--- config.mk ---
export PLATFORM = sky130hd
export DESIGN_NAME = mcp300x_scan
export DESIGN_NICKNAME = d
export VERILOG_FILES = /design/src/rtl/mcp300x_scan.sv
export SDC_FILE = /design/constraint.sdc
export NUM_CORES = 1
export LEC_CHECK = 0
export CAP_MARGIN = 40
export CORE_MARGIN = 5
export CORE_UTILIZATION = 30
export CTS_BUF_LIST = sky130_fd_sc_hd__clkbuf_4
export DETAILED_ROUTE_END_ITERATION = 8
export PLACE_DENSITY = 0.53
export SYNTH_ARGS = -nofsm -noshare
export SYNTH_HDL_FRONTEND = slang
export SYNTH_SLANG_ARGS = --single-unit
--- constraint.sdc ---
create_clock -name CLK50 -period 5.6 [get_ports CLK50]
set_input_delay 0.84 -clock CLK50 [delete_from_list [all_inputs] [get_ports CLK50]]
set_output_delay 0.84 -clock CLK50 [all_outputs]
set_load 0.02 [all_outputs]
--- src/rtl/mcp300x_scan.sv ---
// Scanning SPI master for MCP3004/MCP3008 10-bit ADCs: masked channel sweep, SGL/DIFF select,
// power-of-two averaging and per-channel result strobes. SCLK is a registered output on CLK50.
module mcp300x_scan #(
    parameter int unsigned CHANNELS = 8,
    parameter int unsigned CLK_DIV  = 13,
    parameter int unsigned AVG_LOG2 = 0,
    parameter bit          DIFF     = 1'b0
) (
    input  logic                     CLK50,
    input  logic                     reset_n,
    input  logic                     en,
    input  logic [CHANNELS-1:0]      chan_mask,
    input  logic                     SPI_IN,
    output logic                     SPI_OUT,
    output logic                     SCLK,
    output logic                     CS_n,
    output logic [CHANNELS-1:0][9:0] adc_out,
    output logic [CHANNELS-1:0]      adc_valid,
    output logic                     frame_done,
    output logic                     busy
);

    localparam int unsigned CntW   = $clog2(2 * CLK_DIV);
    localparam int unsigned AccW   = 10 + AVG_LOG2;
    localparam int unsigned NsW    = (AVG_LOG2 > 0) ? AVG_LOG2 : 1;
    localparam int unsigned NumAvg = 1 << AVG_LOG2;

    typedef enum logic [2:0] {StIdle, StSetup, StShift, StHold, StStore} state_e;

    state_e                     state_q;
    logic [CntW-1:0]            cnt_q;
    logic [4:0]                 bit_q;
    logic [2:0]                 ch_q;
    logic [CHANNELS-1:0]        mask_q;
    logic [NsW-1:0]             nsamp_q;
    logic [AccW-1:0]            acc_q;
    logic [9:0]                 rx_q;
    logic [1:0]                 sync_q;
    logic                       sclk_q;
    logic                       cs_n_q;
    logic                       spi_out_q;
    logic [CHANNELS-1:0][9:0]   adc_out_q;
    logic [CHANNELS-1:0]        valid_q;
    logic                       frame_q;
    logic [23:0]                tx_w;
    logic [2:0]                 next_ch_w;

    // Lowest enabled channel at or after start, wrapping; start is returned if none is enabled.
    function automatic logic [2:0] find_chan(input logic [CHANNELS-1:0] mask,
                                             input logic [2:0] start);
        logic [2:0]  res;
        logic [2:0]  idx;
        logic        found;
        int unsigned c;
        res   = start;
        found = 1'b0;
        for (int unsigned i = 0; i < CHANNELS; i++) begin
            c   = (32'(start) + i) % CHANNELS;
            idx = 3'(c);
            if (!found && mask[idx]) begin
                res   = idx;
                found = 1'b1;
            end
        end
        return res;
    endfunction

    assign tx_w      = {8'h01, ~DIFF, ch_q, 4'b0000, 8'h00};
    assign next_ch_w = (32'(ch_q) == CHANNELS - 1) ? 3'd0 : 3'(ch_q + 3'd1);

    always_ff @(posedge CLK50 or negedge reset_n) begin
        if (!reset_n) begin
            state_q   <= StIdle;
            cnt_q     <= '0;
            bit_q     <= '0;
            ch_q      <= '0;
            mask_q    <= '0;
            nsamp_q   <= '0;
            acc_q     <= '0;
            rx_q      <= '0;
            sync_q    <= '0;
            sclk_q    <= 1'b0;
            cs_n_q    <= 1'b1;
            spi_out_q <= 1'b0;
            adc_out_q <= '0;
            valid_q   <= '0;
            frame_q   <= 1'b0;
        end else begin
            sync_q  <= {sync_q[0], SPI_IN};
            valid_q <= '0;
            frame_q <= 1'b0;
            unique case (state_q)
                StIdle: begin
                    if (en && (|chan_mask)) begin
                        ch_q      <= find_chan(chan_mask, ch_q);
                        mask_q    <= chan_mask;
                        cs_n_q    <= 1'b0;
                        cnt_q     <= '0;
                        spi_out_q <= 1'b0;
                        state_q   <= StSetup;
                    end
                end
                StSetup: begin
                    if (cnt_q == CntW'(CLK_DIV - 1)) begin
                        cnt_q   <= '0;
                        bit_q   <= '0;
                        state_q <= StShift;
                    end else begin
                        cnt_q <= cnt_q + 1'b1;
                    end
                end
                StShift: begin
                    if (cnt_q == CntW'(CLK_DIV - 1)) begin
                        cnt_q <= '0;
                        if (!sclk_q) begin
                            sclk_q <= 1'b1;
                            rx_q   <= {rx_q[8:0], sync_q[1]};
                        end else begin
                            sclk_q <= 1'b0;
                            if (bit_q == 5'd23) begin
                                cs_n_q    <= 1'b1;
                                spi_out_q <= 1'b0;
                                state_q   <= StHold;
                            end else begin
                                bit_q     <= bit_q + 5'd1;
                                spi_out_q <= tx_w[5'd22 - bit_q];
                            end
                        end
                    end else begin
                        cnt_q <= cnt_q + 1'b1;
                    end
                end
                StHold: begin
                    if (cnt_q == CntW'(2 * CLK_DIV - 1)) begin
                        cnt_q <= '0;
                        acc_q <= acc_q + AccW'(rx_q);
                        // An averaging burst stays on its channel regardless of en.
                        if (nsamp_q == NsW'(NumAvg - 1)) begin
                            state_q <= StStore;
                        end else begin
                            nsamp_q <= nsamp_q + 1'b1;
                            cs_n_q  <= 1'b0;
                            state_q <= StSetup;
                        end
                    end else begin
                        cnt_q <= cnt_q + 1'b1;
                    end
                end
                StStore: begin
                    adc_out_q[ch_q] <= 10'(acc_q >> AVG_LOG2);
                    valid_q[ch_q]   <= 1'b1;
                    frame_q         <= ~|((mask_q >> ch_q) >> 1);
                    acc_q           <= '0;
                    nsamp_q         <= '0;
                    ch_q            <= find_chan(chan_mask, next_ch_w);
                    if (en && (|chan_mask)) begin
                        mask_q  <= chan_mask;
                        cs_n_q  <= 1'b0;
                        state_q <= StSetup;
                    end else begin
                        state_q <= StIdle;
                    end
                end
                default: state_q <= StIdle;
            endcase
        end
    end

    assign SPI_OUT    = spi_out_q;
    assign SCLK       = sclk_q;
    assign CS_n       = cs_n_q;
    assign adc_out    = adc_out_q;
    assign adc_valid  = valid_q;
    assign frame_done = frame_q;
    assign busy       = (state_q != StIdle);

endmodule

# Yosys cells after proc, flatten, opt, wreduce, memory -nomap -nowiden
# Cells that the tools add are included.
[op_classes]
n_shift = 1
mux = 128
eq_ne = 18
n_bitwise = 1
magnitude_cmp = 18
n_reduce_logical = 53
addsub = 20
[ops]
columns = ["operator", "count"]
rows = [
  ["bitwise mux 80 bit", 1],
  ["two-way mux 3 bit", 23],
  ["two-way mux 1 bit", 67],
  ["< comparator 3 x 4 -> 1 bit, second input constant", 16],
  ["binary-select mux 1 bit (select 3 bit)", 16],
  ["two-way mux 5 bit", 7],
  ["demux 10 bit (select 3 bit)", 1],
  ["adder 3 bit, second input constant", 8],
  ["two-way mux 10 bit", 2],
  ["case mux 10 bit (2 select lines)", 1],
  ["logical AND 1 bit", 16],
  ["inequality test 2 bit, second input constant", 8],
  ["zero test 1 bit", 15],
  ["case mux 3 bit (5 select lines)", 1],
  ["case mux 5 bit (3 select lines)", 1],
  ["adder 3 x 2 -> 3 bit, second input constant", 4],
  ["adder 10 bit", 1],
  ["adder 5 x 1 -> 5 bit, second input constant", 2],
  ["equality test 5 bit, second input constant", 2],
  ["case mux 5 bit (2 select lines)", 1],
  ["adder 3 x 1 -> 3 bit, second input constant", 3],
  ["nonzero test 3 bit", 3],
  ["two-way mux 8 bit", 1],
  ["inequality test 8 bit, second input constant", 1],
  ["27 further kinds", 38],
]
[word_totals]
word_cells = 261
register_bits = 139
in_bits = 12
output_inout_bits = 93

# Depth between registers and ports, before layout
# Gate-level depths: netlist of run 1.
[logic_depth]
word_depth = 40
ltp_mapped = 17
mapped_depth_nobuf = 13

# Least setup slack after synthesis of run 1
# No wires, ideal clock.
[synth_path]
path_kind = "reg-to-reg"
startpoint = "register ch_q[1]"
endpoint = "register ch_q[2]"
setup_time_ns = 0.139
synth_period_minus_slack_ns = 4.031
n_path_buf = 4
setup_slack_ns = 1.569
arrival_ns = 3.892
t_required_ns = 5.461
path_stages_with_launch = 17
cell_sequence = "dfrtp_1 -> buf_4 -> buf_2 -> inv_1 -> ha_1 -> nor2b_1 -> clkbuf_1 -> inv_1 -> clkbuf_1 -> ha_1 -> inv_1 -> mux4_2 -> or3_1 -> or3_1 -> o211a_2 -> o31ai_4 -> a22oi_2"
[synth_between]
elab_chain_len = 40
word_cells_on_any_way = 130
classes_between = "add/sub (15); eq/ne (2); mux (84); reduce/logical (29)"
[synth_lines]
columns = ["item", "line_no", "rtl"]
rows = [
  ["start: declaration", "33", "logic [2:0] ch_q;"],
  ["start signal: assignment", "95", "ch_q <= find_chan(chan_mask, ch_q);"],
  ["start signal: assignment", "155", "ch_q <= find_chan(chan_mask, next_ch_w);"],
  ["binary-select mux 1 bit (select 3 bit)", "60", "if (!found && mask[idx]) begin"],
  ["two-way mux 1 bit (not written as such)", "60", ""],
  ["two-way mux 1 bit", "60", ""],
  ["two-way mux 1 bit", "94", "if (en && (|chan_mask)) begin"],
  ["two-way mux 1 bit", "92", "unique case (state_q)"],
  ["zero test 1 bit", "60", ""],
  ["logical AND 1 bit", "60", ""],
  ["two-way mux 1 bit", "60", ""],
  ["[... 24 more ...]", "--", ""],
  ["two-way mux 1 bit", "60", ""],
  ["two-way mux 1 bit", "94", ""],
  ["two-way mux 1 bit", "92", ""],
  ["zero test 1 bit", "60", ""],
  ["logical AND 1 bit", "60", ""],
  ["two-way mux 3 bit", "60", ""],
  ["two-way mux 3 bit", "94", ""],
  ["case mux 3 bit (2 select lines)", "92", ""],
]
# Parallel ways exist; a longest one is shown, timed or not. The select of a mux whose other input is x is not followed.
# A chain may end at the register's enable or synchronous reset.

# Final worst setup path of run 1
# Ends and elaborated chain as after synthesis.

==> results of run 1 <==
-- layer usage --
| layer | share of wire | vias up | track usage | routed length [um] |
|---|---|---|---|---|
| met5 | 0 | - | 0 | 0 |
| met4 | 0.0082 | 0 | 0.0262 | 162 |
| met3 | 0.059 | 17 | 0.0310 | 1170 |
| met2 | 0.44 | 156 | 0.209 | 8780 |
| met1 | 0.49 | 2867 | 0.202 | 9750 |
| li1 | - | 2749 | - | - |
-- state kept, by name, summed over array words and instances, names as in the netlist --
name        count
frame_done      1
state_q         3
mask_q          7
acc_q          10
cnt_q           5
ch_q            3
SPI_OUT         1
adc_out        80
CS_n            1
rx_q           10
SCLK            1
sync_q          2
adc_valid       8
bit_q           5
-- placed cells by master (no fill, tap or decap), drive strengths merged, types with 22 or more instances in the layout --
cell,n
a21oi,22
nand2,43
nand3,26
ha,23
o21ai,48
dfrtp,136
inv,44
mux4,22
mux2,98
nor2,25
clkdlybuf4s50,103
-- area by class of cell --
class | count | area, um^2
multi-input cells | 479 | 4050
clock buffers | 18 | 135
well taps | 335 | 419
fillers | 2597 | 16400
inverters | 37 | 139
repair buffers | 109 | 1080
clock inverters | 14 | 156
flip-flops and latches | 137 | 3430
diodes | 1 | 2.50
-- stage by stage --
step                utilization  total power [uW]  cells  hold WS, ns  setup slack (ns)
floorplan                     -              3000    694        0.331              1.57
global placement          0.353              3500   1096        0.336              1.02
detailed placement        0.353              3470   1097        0.336             0.889
CTS                       0.364              4170   1129        0.289             0.842
global route              0.364              4450   1130        0.296             0.468
finish                    0.364              4150   1130        0.296             0.827
-- cell families after synthesis --
| group | after synthesis | synth area share |
|---|---|---|
| compound gates | 142 | 0.120 |
| xor+xnor | 15 | 0.0168 |
| fa+ha+maj | 24 | 0.0395 |
| buf+inv | 78 | 0.0414 |
| flops | 137 | 0.440 |
| mux | 138 | 0.231 |
| simple gates | 160 | 0.112 |
-- power groups by stage --
stage	clock, uW	combinational [uW]	sequential, uW
2_1_floorplan	0	1900	1110
3_3_place_gp	0	2360	1140
3_5_place_dp	0	2330	1140
4_1_cts	700	2340	1120
5_1_grt	736	2580	1140
6_report	667	2360	1120
-- worst min path at each step --
stage               cells past startpoint      endpoint  slack (ns)
global placement                        0     sync_q[1]        0.34
CTS                                     1  adc_valid[3]        0.29
detailed placement                      0     sync_q[1]        0.34
finish                                  1  adc_valid[3]        0.30
floorplan                               0     sync_q[1]        0.33
global route                            1  adc_valid[3]        0.30
==> key figures, run 1 <==
Status
  • Status: finished, final reports clean

Yosys
  • Syn Area/Cell: 11.2 um^2
  • Ys Warns: 0
  • Post-synth EDFFs: 0
  • Top cells by count, synth: 136 x dfrtp_1, 98 x mux2_2, 47 x o21ai_0, 42 x nand2_1, 35 x inv_1
  • Top_reg_cell synth: dfrtp_1
  • Asr flop ratio synth: 1.00
  • Most frequent cell after synthesis: dfrtp_1
  • Seq/Total Area, Yosys: 0.440
  • Cell variety after synth: 76
  • Mapped Nets: 730
  • Share of Yosys cell area claimed by the top area cell type: 0.436
  • Cell Area, Synth: 0.00780 mm^2
  • FF+latch count, synth: 137
  • Largest area contributor in the netlist: dfrtp_1
  • Synth Instances: 694
  • Synth top area cells: dfrtp_1 44%, mux2_2 14%, mux4_2 5.2%

Floorplanning
  • Core area: 0.0258 mm^2
  • Die width: 171 um
  • Top Ports: 105
  • Core Rows: 59
  • Die area: 0.0293 mm^2
  • Initial Util: 0.302
  • Die height: 171 um

Power
  • Clock power frac: 0.161
  • PwrDens: 441 mW/mm^2
  • IR Drop Worst-Case VDD: 0.000220 V
  • P_leak: 0.00421 uW
  • P_int: 2300 uW
  • Flop pwr share: 0.271
  • Switching Power: 1850 uW
  • Switching part of the total: 0.447
  • Combinational Power Share: 0.569

Global routing
  • Initial antenna violation count: 1
  • GRT Util Overall: 0.137
  • Maximum number of pins on one net before global-route repair: 79
  • First-pass GRT wire length: 32200 um
  • Gr ovfl total: 0
  • Vias in the first global route: 5601

Worst setup path
  • Top fanout value on the critical path: 18
  • Startpoint Class: flip-flop
  • Most frequent CP cell: inv_1
  • Number of buffers and inverters on the critical path: 3
  • Max incr delay on CP: 0.92 ns
  • FF-to-FF End: ch_q[2]
  • Delay-heaviest family, CP: simple AND/OR/NAND/NOR gates
  • WS Path Type: flip-flop to flip-flop
  • Setup crit end kind: flip-flop
  • Worst setup path end: ch_q[2]
  • CP startpoint: ch_q[1]
  • Reg2reg start: ch_q[1]
  • R2r setup slk: 0.83 ns
  • Worst Path Arrival: 5.18 ns
  • Worst Reg2Reg Path Length in Cells: 12
  • Req. time, crit path: 6.01 ns
  • Crit-path slowest cell: dfrtp_1
  • Total stage count of the critical path: 12
  • Crit path cell chain: inv_1, ha_1, nor2b_1, inv_1, ha_1, inv_1, mux4_2, or3_1, or3_1, o211a_2, o31ai_4, a22oi_2

Clock tree
  • Hold buffer count at cts: 0
  • TritonCTS buffer count: 17
  • Setup bufs post-CTS: 0
  • CTS clk-pin slew, worst paths: 0.15 ns
  • Clock sinks: 137
  • Clock tree buffer depth: 2
  • H-tree depth: 4
  • CTS tree: built
  • Worst skew pair latency: 0.55 ns
  • Root Buffer: clkbuf_4
  • Post-CTS Resized: 0

STA
  • RSZ-0062 raised after global routing: false
  • Tmin final: 4.77 ns
  • Setup TNS Final: 0 ns
  • Max Slew Vio Count: 0
  • Setup violations, final: 0
  • Final period utilization: 0.852
  • Relative slew margins: 0.435
  • Max Clk Rate: 210 MHz
  • Clock Skew: 0.0218 ns
  • Slew @ Worst Pin: 0.847 ns
  • Fin. Hold Viols: 0

Min path
  • Worst Hold Class: input port to asynchronous set/reset pin

Placement
  • Placer Congestion: 0.840
  • Placed Area: 0.00912 mm^2
  • IO Port Bufs: 104
  • Hpwl dp: 14400 um

Finish
  • Final instance area: 0.00941 mm^2
  • Synth-to-Final Area Change: 20.7%
  • Nets: 817
  • Share of layout cells above drive strength 1: 0.217

Route
  • DRC violations left: 0
  • Initial DRC Count: 444
  • Total number of vias: 5789
  • Post-route ant nets: 0
  • Routed WL: 19900 um
  • Iteration count of the initial detailed-routing pass: 5
  • Via density: 5.12
  • WL/cell: 17.6 um

Run
  • Max-Cap Viols: 0
Power figures use the tool's default switching activity.
==> run 2, diff against run 1 <==
--- a/config.mk
+++ b/config.mk
@@ -6,7 +6,7 @@
 export NUM_CORES = 1
 export LEC_CHECK = 0
 export CAP_MARGIN = 40
-export CORE_MARGIN = 5
+export CORE_MARGIN = 10
 export CORE_UTILIZATION = 30
 export CTS_BUF_LIST = sky130_fd_sc_hd__clkbuf_4
 export DETAILED_ROUTE_END_ITERATION = 8
==> run 2 against run 1 <==
Compared with the run above: critical path depth is 1 higher; count of clock-buffer cells in the layout shrank 1; highest routed layer unchanged; largest cell class unchanged; first-iteration DRC count decreased by 5.4%; flip-flop and latch count is the same; clock skew grew 0.0020 ns; utilization rose by 0.69 points.
==> key figures, run 2 (synthesized netlist as in run 1, its figures left out) <==
Worst setup path
  • Worst Reg2Reg Path Length in Cells: 13 (+1)
  • WS Path Type: flip-flop to flip-flop
  • Worst Path Arrival: 4.82 ns (-0.36 ns)
  • Top fanout value on the critical path: 16 (-2)
  • Setup crit end kind: flip-flop
  • Req. time, crit path: 6.00 ns (about the same)
  • Startpoint Class: flip-flop

Floorplanning
  • Top Ports: 105 (unchanged)
  • Core Rows: 58 (-1.7%)
  • Initial Util: 0.307 (+0.00520)
  • Die area: 0.0328 mm^2 (+12%)
  • Core area: 0.0254 mm^2 (-1.7%)
  • Die width: 181 um (+5.8%)
  • Die height: 181 um (+5.8%)

Route
  • Post-route ant nets: 0 (unchanged)
  • Via density: 5.13 (+0.15%)
  • WL/cell: 18.4 um (+4.4%)
  • Total number of vias: 5777 (-0.21%)
  • Highest Signal Layer: met4
  • Iteration count of the initial detailed-routing pass: 4 (-1)
  • DRC violations left: 0 (unchanged)
  • M1 wire length: 10400 um (+6.3%)
  • Routed wl met3: 1120 um (-3.9%)
  • Routed WL: 20700 um (+4.0%)
  • Initial DRC Count: 420 (-5.4%)
  • Met2 routed WL: 8890 um (+1.2%)

STA
  • Max Clk Rate: 226 MHz (+7.9%)
  • Setup violations, final: 0 (unchanged)
  • Fin. Hold Viols: 0 (unchanged)
  • Slew @ Worst Pin: 0.834 ns (-0.0133 ns)
  • RSZ-0062 raised after global routing: false
  • Clock Skew: 0.0238 ns (+0.00202 ns)
  • Final period utilization: 0.790 (-0.0625)
  • Final setup margin: 1.18 ns (+0.350 ns)
  • Max Slew Vio Count: 0 (unchanged)
  • Relative slew margins: 0.444 (+0.00884)
  • Setup TNS Final: 0 ns (unchanged)
  • Tmin final: 4.42 ns (-0.350 ns)

Finish
  • Nets: 818 (+0.12%)
  • Share of layout cells above drive strength 1: 0.218 (+0.000985)
  • Most frequent cells in the layout: 136 x dfrtp_1, 103 x clkdlybuf4s50_1, 98 x mux2_2
  • Most common cell after layout, fill and taps aside: dfrtp_1
  • Final core occ: 0.371 (+0.00692)
  • Post-route insts no fill: 1126 (-0.35%)
  • Synth-to-Final Area Change: 20.9%
  • Max reg flops: 80 (unchanged)
  • Fill count: 2537 (-2.3%)

Clock tree
  • CTS tree: built
  • Root Buffer: clkbuf_4
  • Post-CTS Resized: 0 (unchanged)
  • TritonCTS buffer count: 17 (unchanged)
  • CTS clk-pin slew, worst paths: 0.14 ns (about the same)
  • Setup bufs post-CTS: 0 (unchanged)
  • Clock sinks: 137 (unchanged)
  • Hold buffer count at cts: 0 (unchanged)
  • H-tree depth: 4 (unchanged)
  • Clock tree buffer depth: 2 (unchanged)
  • Worst skew pair latency: 0.54 ns (about the same)

Global routing
  • Initial antenna violation count: 1 (unchanged)
  • Gr ovfl total: 0 (unchanged)
  • GRT Util Overall: 0.124 (-0.0135)
  • First-pass GRT wire length: 33200 um (+3.1%)
  • Vias in the first global route: 5668 (+1.2%)
  • Maximum number of pins on one net before global-route repair: 91 (+15%)

Placement
  • Placer Congestion: 0.861 (+2.5%)
  • Placed insts: 1093 (-0.36%)
  • IO Port Bufs: 104 (unchanged)
  • Pre-CTS WS: 1.18 ns (+0.294 ns)
  • Hpwl dp: 15000 um (+3.8%)

Power
  • IR Drop Worst-Case VDD: 0.000244 V (+11%)
  • PwrDens: 448 mW/mm^2 (+1.7%)
  • P_leak: 0.00423 uW (+0.30%)
  • Overall power: 4220 uW (+1.8%)

Status
  • Status: finished, final reports clean

Run
  • Max-Cap Viols: 0 (unchanged)

Min path
  • Worst Hold Class: input port to asynchronous set/reset pin
[run 2: cell count changes in the layout (fill, tap and decap cells not counted)]
cell       before  now
clkbuf_4       18   17
bufinv_16       1    2
clkinv_4        3    1
clkinv_8        1    0
buf_4           5    6
inv_6           4    7
[run 2: path summary, 6_finish.rpt]
kind | start | endpoint | slack, ns
worst max-delay path | ch_q[1] | ch_q[2] | 1.18
worst min-delay path | reset_n | adc_valid[6] | 0.34
worst max register to register | ch_q[1] | ch_q[2] | 1.18
worst min register to register | sync_q[0] | sync_q[1] | 0.41
max in group asynchronous | reset_n | rx_q[9] | 4.12
min in group CLK50 | sync_q[0] | sync_q[1] | 0.41
[run 2: power by group]
part           leakage (uW)  total, uW  switching [uW]  internal (uW)
registers           0.00188       1100            55.0           1040
logic               0.00219       2420            1410           1010
clock network      0.000161        703             419            284
total               0.00423       4220            1880           2340
[run 2: area by class of cell]
type                    instances  area [um^2]  share of cell area
repair buffers                110         1090               0.115
diodes                          1         2.50            0.000265
multi-input cells             479         4050               0.430
well taps                     330          413              0.0438
inverters                      37          139              0.0147
clock inverters                15          179              0.0190
clock buffers                  17          128              0.0135
flip-flops and latches        137         3430               0.364
[run 2: critical path: stages (launching register included)]
cell and delay, ns:
dfrtp_1 0.44, buf_4 0.23, ha_1 0.23, ha_1 0.37, nor2b_1 0.46, inv_1 0.28, ha_1 0.39, inv_1 0.20
mux4_2 0.54, or3_1 0.40, or3_1 0.38, o211a_2 0.14, o31ai_4 0.18, a22oi_2 0.06
[run 2: per-layer routing]
metal	global-route usage	vias up
met5	0	-
met4	0.0355	0
met3	0.0310	26
met2	0.183	163
met1	0.174	2848
li1	-	2740
[run 2: stage by stage]
step                      hold slack, ns  instance area [um^2]
final                              0.338                  9430
after global routing               0.361                  9430
after CTS                          0.334                  9430
after detailed placement           0.383                  9120
after global placement             0.376                  9110
after floorplan                    0.331                  7800
==> run 3, diff against run 2 <==
==> constraint.sdc (replaced) <==
create_clock -name CLK50 -period 4.55 [get_ports CLK50]
set_input_delay 0.6825 -clock CLK50 [delete_from_list [all_inputs] [get_ports CLK50]]
set_output_delay 0.6825 -clock CLK50 [all_outputs]
set_load 0.02 [all_outputs]
==> run 3 against run 2 <==
Compared with the run above: clock power increased by 28%; via count down 0.73%; die area unchanged; combinational power rose by 24%; count of clock-buffer cells in the layout unchanged; critical endpoint unchanged; worst hold slack worse by 0.30 ns; design area grew 0.92%; sequential power grew 23%; utilization up 0.34 points; register-to-register slack worse by 0.48 ns.
==> key figures, run 3 (synthesized netlist as in run 1, its figures left out) <==
Global routing
  • Vias in the first global route: 5608 (-1.1%)
  • First-pass GRT wire length: 33200 um (about the same)
  • GRT Util Overall: 0.124 (+0.000658)
  • Initial antenna violation count: 1 (unchanged)
  • Maximum number of pins on one net before global-route repair: 65 (-29%)
  • Gr ovfl total: 0 (unchanged)

STA
  • Fin. Hold Viols: 0 (unchanged)
  • Relative slew margins: 0.464 (+0.0201)
  • Final setup margin: 0.693 ns (-0.484 ns)
  • Clock Skew: 0.0334 ns (+0.00958 ns)
  • RSZ-0062 raised after global routing: false
  • Slew @ Worst Pin: 0.801 ns (-0.0325 ns)
  • Setup violations, final: 0 (unchanged)
  • Tmin final: 3.86 ns (-0.566 ns)
  • Max Clk Rate: 259 MHz (+15%)
  • Max Slew Vio Count: 0 (unchanged)
  • Setup TNS Final: 0 ns (unchanged)
  • Final period utilization: 0.848 (+0.0580)

Route
  • Initial DRC Count: 340 (-19%)
  • WL/cell: 18.2 um (-0.65%)
  • Total number of vias: 5735 (-0.73%)
  • Iteration count of the initial detailed-routing pass: 4 (unchanged)
  • Post-route ant nets: 0 (unchanged)
  • DRC violations left: 0 (unchanged)
  • Via density: 5.07 (-1.3%)
  • Routed WL: 20600 um (-0.12%)

Status
  • Status: finished, final reports clean

Finish
  • Synth-to-Final Area Change: 22.0%
  • Max reg flops: 80 (unchanged)
  • Most frequent cells in the layout: 136 x dfrtp_1, 103 x clkdlybuf4s50_1, 98 x mux2_2
  • Fill count: 2547 (+0.39%)
  • Nets: 824 (+0.73%)
  • Share of layout cells above drive strength 1: 0.223 (+0.00586)
  • Most common cell after layout, fill and taps aside: dfrtp_1

Clock tree
  • H-tree depth: 4 (unchanged)
  • Post-CTS Resized: 0 (unchanged)
  • Worst skew pair latency: 0.54 ns (about the same)
  • Clock tree buffer depth: 2 (unchanged)
  • TritonCTS buffer count: 17 (unchanged)
  • CTS clk-pin slew, worst paths: 0.15 ns (about the same)
  • CTS tree: built
  • Hold buffer count at cts: 0 (unchanged)
  • Root Buffer: clkbuf_4
  • Setup bufs post-CTS: 0 (unchanged)
  • Clock sinks: 137 (unchanged)

Worst setup path
  • Setup crit end kind: flip-flop
  • Worst Path Arrival: 4.24 ns (-0.58 ns)
  • Crit path cell chain: ha_1, ha_1, buf_4, nor2_4, inv_2, ha_1, inv_1, mux4_2, or3_1, or3_1, o211a_2, o31ai_4, a22oi_2
  • WS Path Type: flip-flop to flip-flop
  • Max incr delay on CP: 0.54 ns (about the same)
  • Top fanout value on the critical path: 9 (-7)
  • Req. time, crit path: 4.93 ns (-1.07 ns)
  • Startpoint Class: flip-flop
  • Most frequent CP cell: ha_1
  • Crit-path slowest cell: mux4_2

Placement
  • IO Port Bufs: 104 (unchanged)
  • Placer Congestion: 0.924 (+7.3%)
  • Pre-CTS WS: 0.686 ns (-0.497 ns)
  • Hpwl dp: 15000 um (+0.39%)

Floorplanning
  • Core Rows: 58 (unchanged)
  • Die height: 181 um (unchanged)
  • Top Ports: 105 (unchanged)
  • Core area: 0.0254 mm^2 (unchanged)
  • Die area: 0.0328 mm^2 (unchanged)
  • Initial Util: 0.307 (unchanged)
  • Die width: 181 um (unchanged)

Power
  • IR Drop Worst-Case VDD: 0.000286 V (+17%)
  • PwrDens: 553 mW/mm^2 (+23%)
  • P_leak: 0.00427 uW (+1.2%)

Run
  • Max-Cap Viols: 0 (unchanged)

Min path
  • Worst Hold Class: input port to asynchronous set/reset pin
-- run 3: cell types whose count changed in the layout (fill, tap and decap cells not counted), sizes merged --
cell	delta
clkinvlp	-1
clkinv	+2
inv	-1
buf	+6
-- run 3: final timing paths --
check / slack, ns / to / depth (start not counted) / startpoint
max: 0.69 / ch_q[2] / 13 / ch_q[0]
min: 0.04 / adc_out[65] / 1 / reset_n
max reg2reg: 0.69 / ch_q[2] / 13 / ch_q[0]
min reg2reg: 0.41 / sync_q[1] / 0 / sync_q[0]
max in group asynchronous: 3.35 / CS_n / 3 / reset_n
min in group CLK50: 0.41 / sync_q[1] / 0 / sync_q[0]
-- run 3: cell type report --
cell class                 instances  area [um^2]  area share
multi-input combinational        479         4050       0.426
inverter                          37          139      0.0146
clock inverter                    15          200      0.0210
clock buffer                      17          128      0.0134
timing repair buffer             116         1150       0.121
tap                              330          413      0.0434
sequential                       137         3430       0.360
antenna                            1         2.50    0.000263
-- run 3: critical path: cells and delay by family, from the launching register on --
kind	cells	cell delay, ns
flip-flops	1	0.43
AO/OA/AOI/OAI	3	0.40
AND/OR/NAND/NOR	3	1.01
adder cells (fa/ha/maj)	3	0.83
multiplexers	1	0.54
buffers and inverters	3	0.47
-- run 3: metal layers --
metal  track usage  up-vias  wire length [um]
li1              -     2745                 -
met1         0.181     2793             10400
met2         0.179      172              8720
met3        0.0298       25              1150
met4        0.0342        0               328
met5             0        -                 0
-- run 3: power breakdown --
part | leakage [uW] | total (uW) | switching (uW) | internal, uW
clock | 0.000173 | 899 | 538 | 361
sequential | 0.00188 | 1350 | 68.9 | 1280
combinational | 0.00223 | 3000 | 1720 | 1290
-- run 3: per-stage QoR --
step / hold WS, ns / cells / cell area, um^2 / total power [uW] / util
4_1_cts: 0.000301 / 1131 / 9510 / 5280 / 0.375
6_report: 0.0381 / 1132 / 9520 / 5260 / 0.375
3_3_place_gp: 0.380 / 1097 / 9150 / 4390 / 0.360
2_1_floorplan: 0.331 / 694 / 7800 / 3700 / -
5_1_grt: 0.0123 / 1132 / 9520 / 5650 / 0.375
3_5_place_dp: 0.378 / 1099 / 9190 / 4350 / 0.362
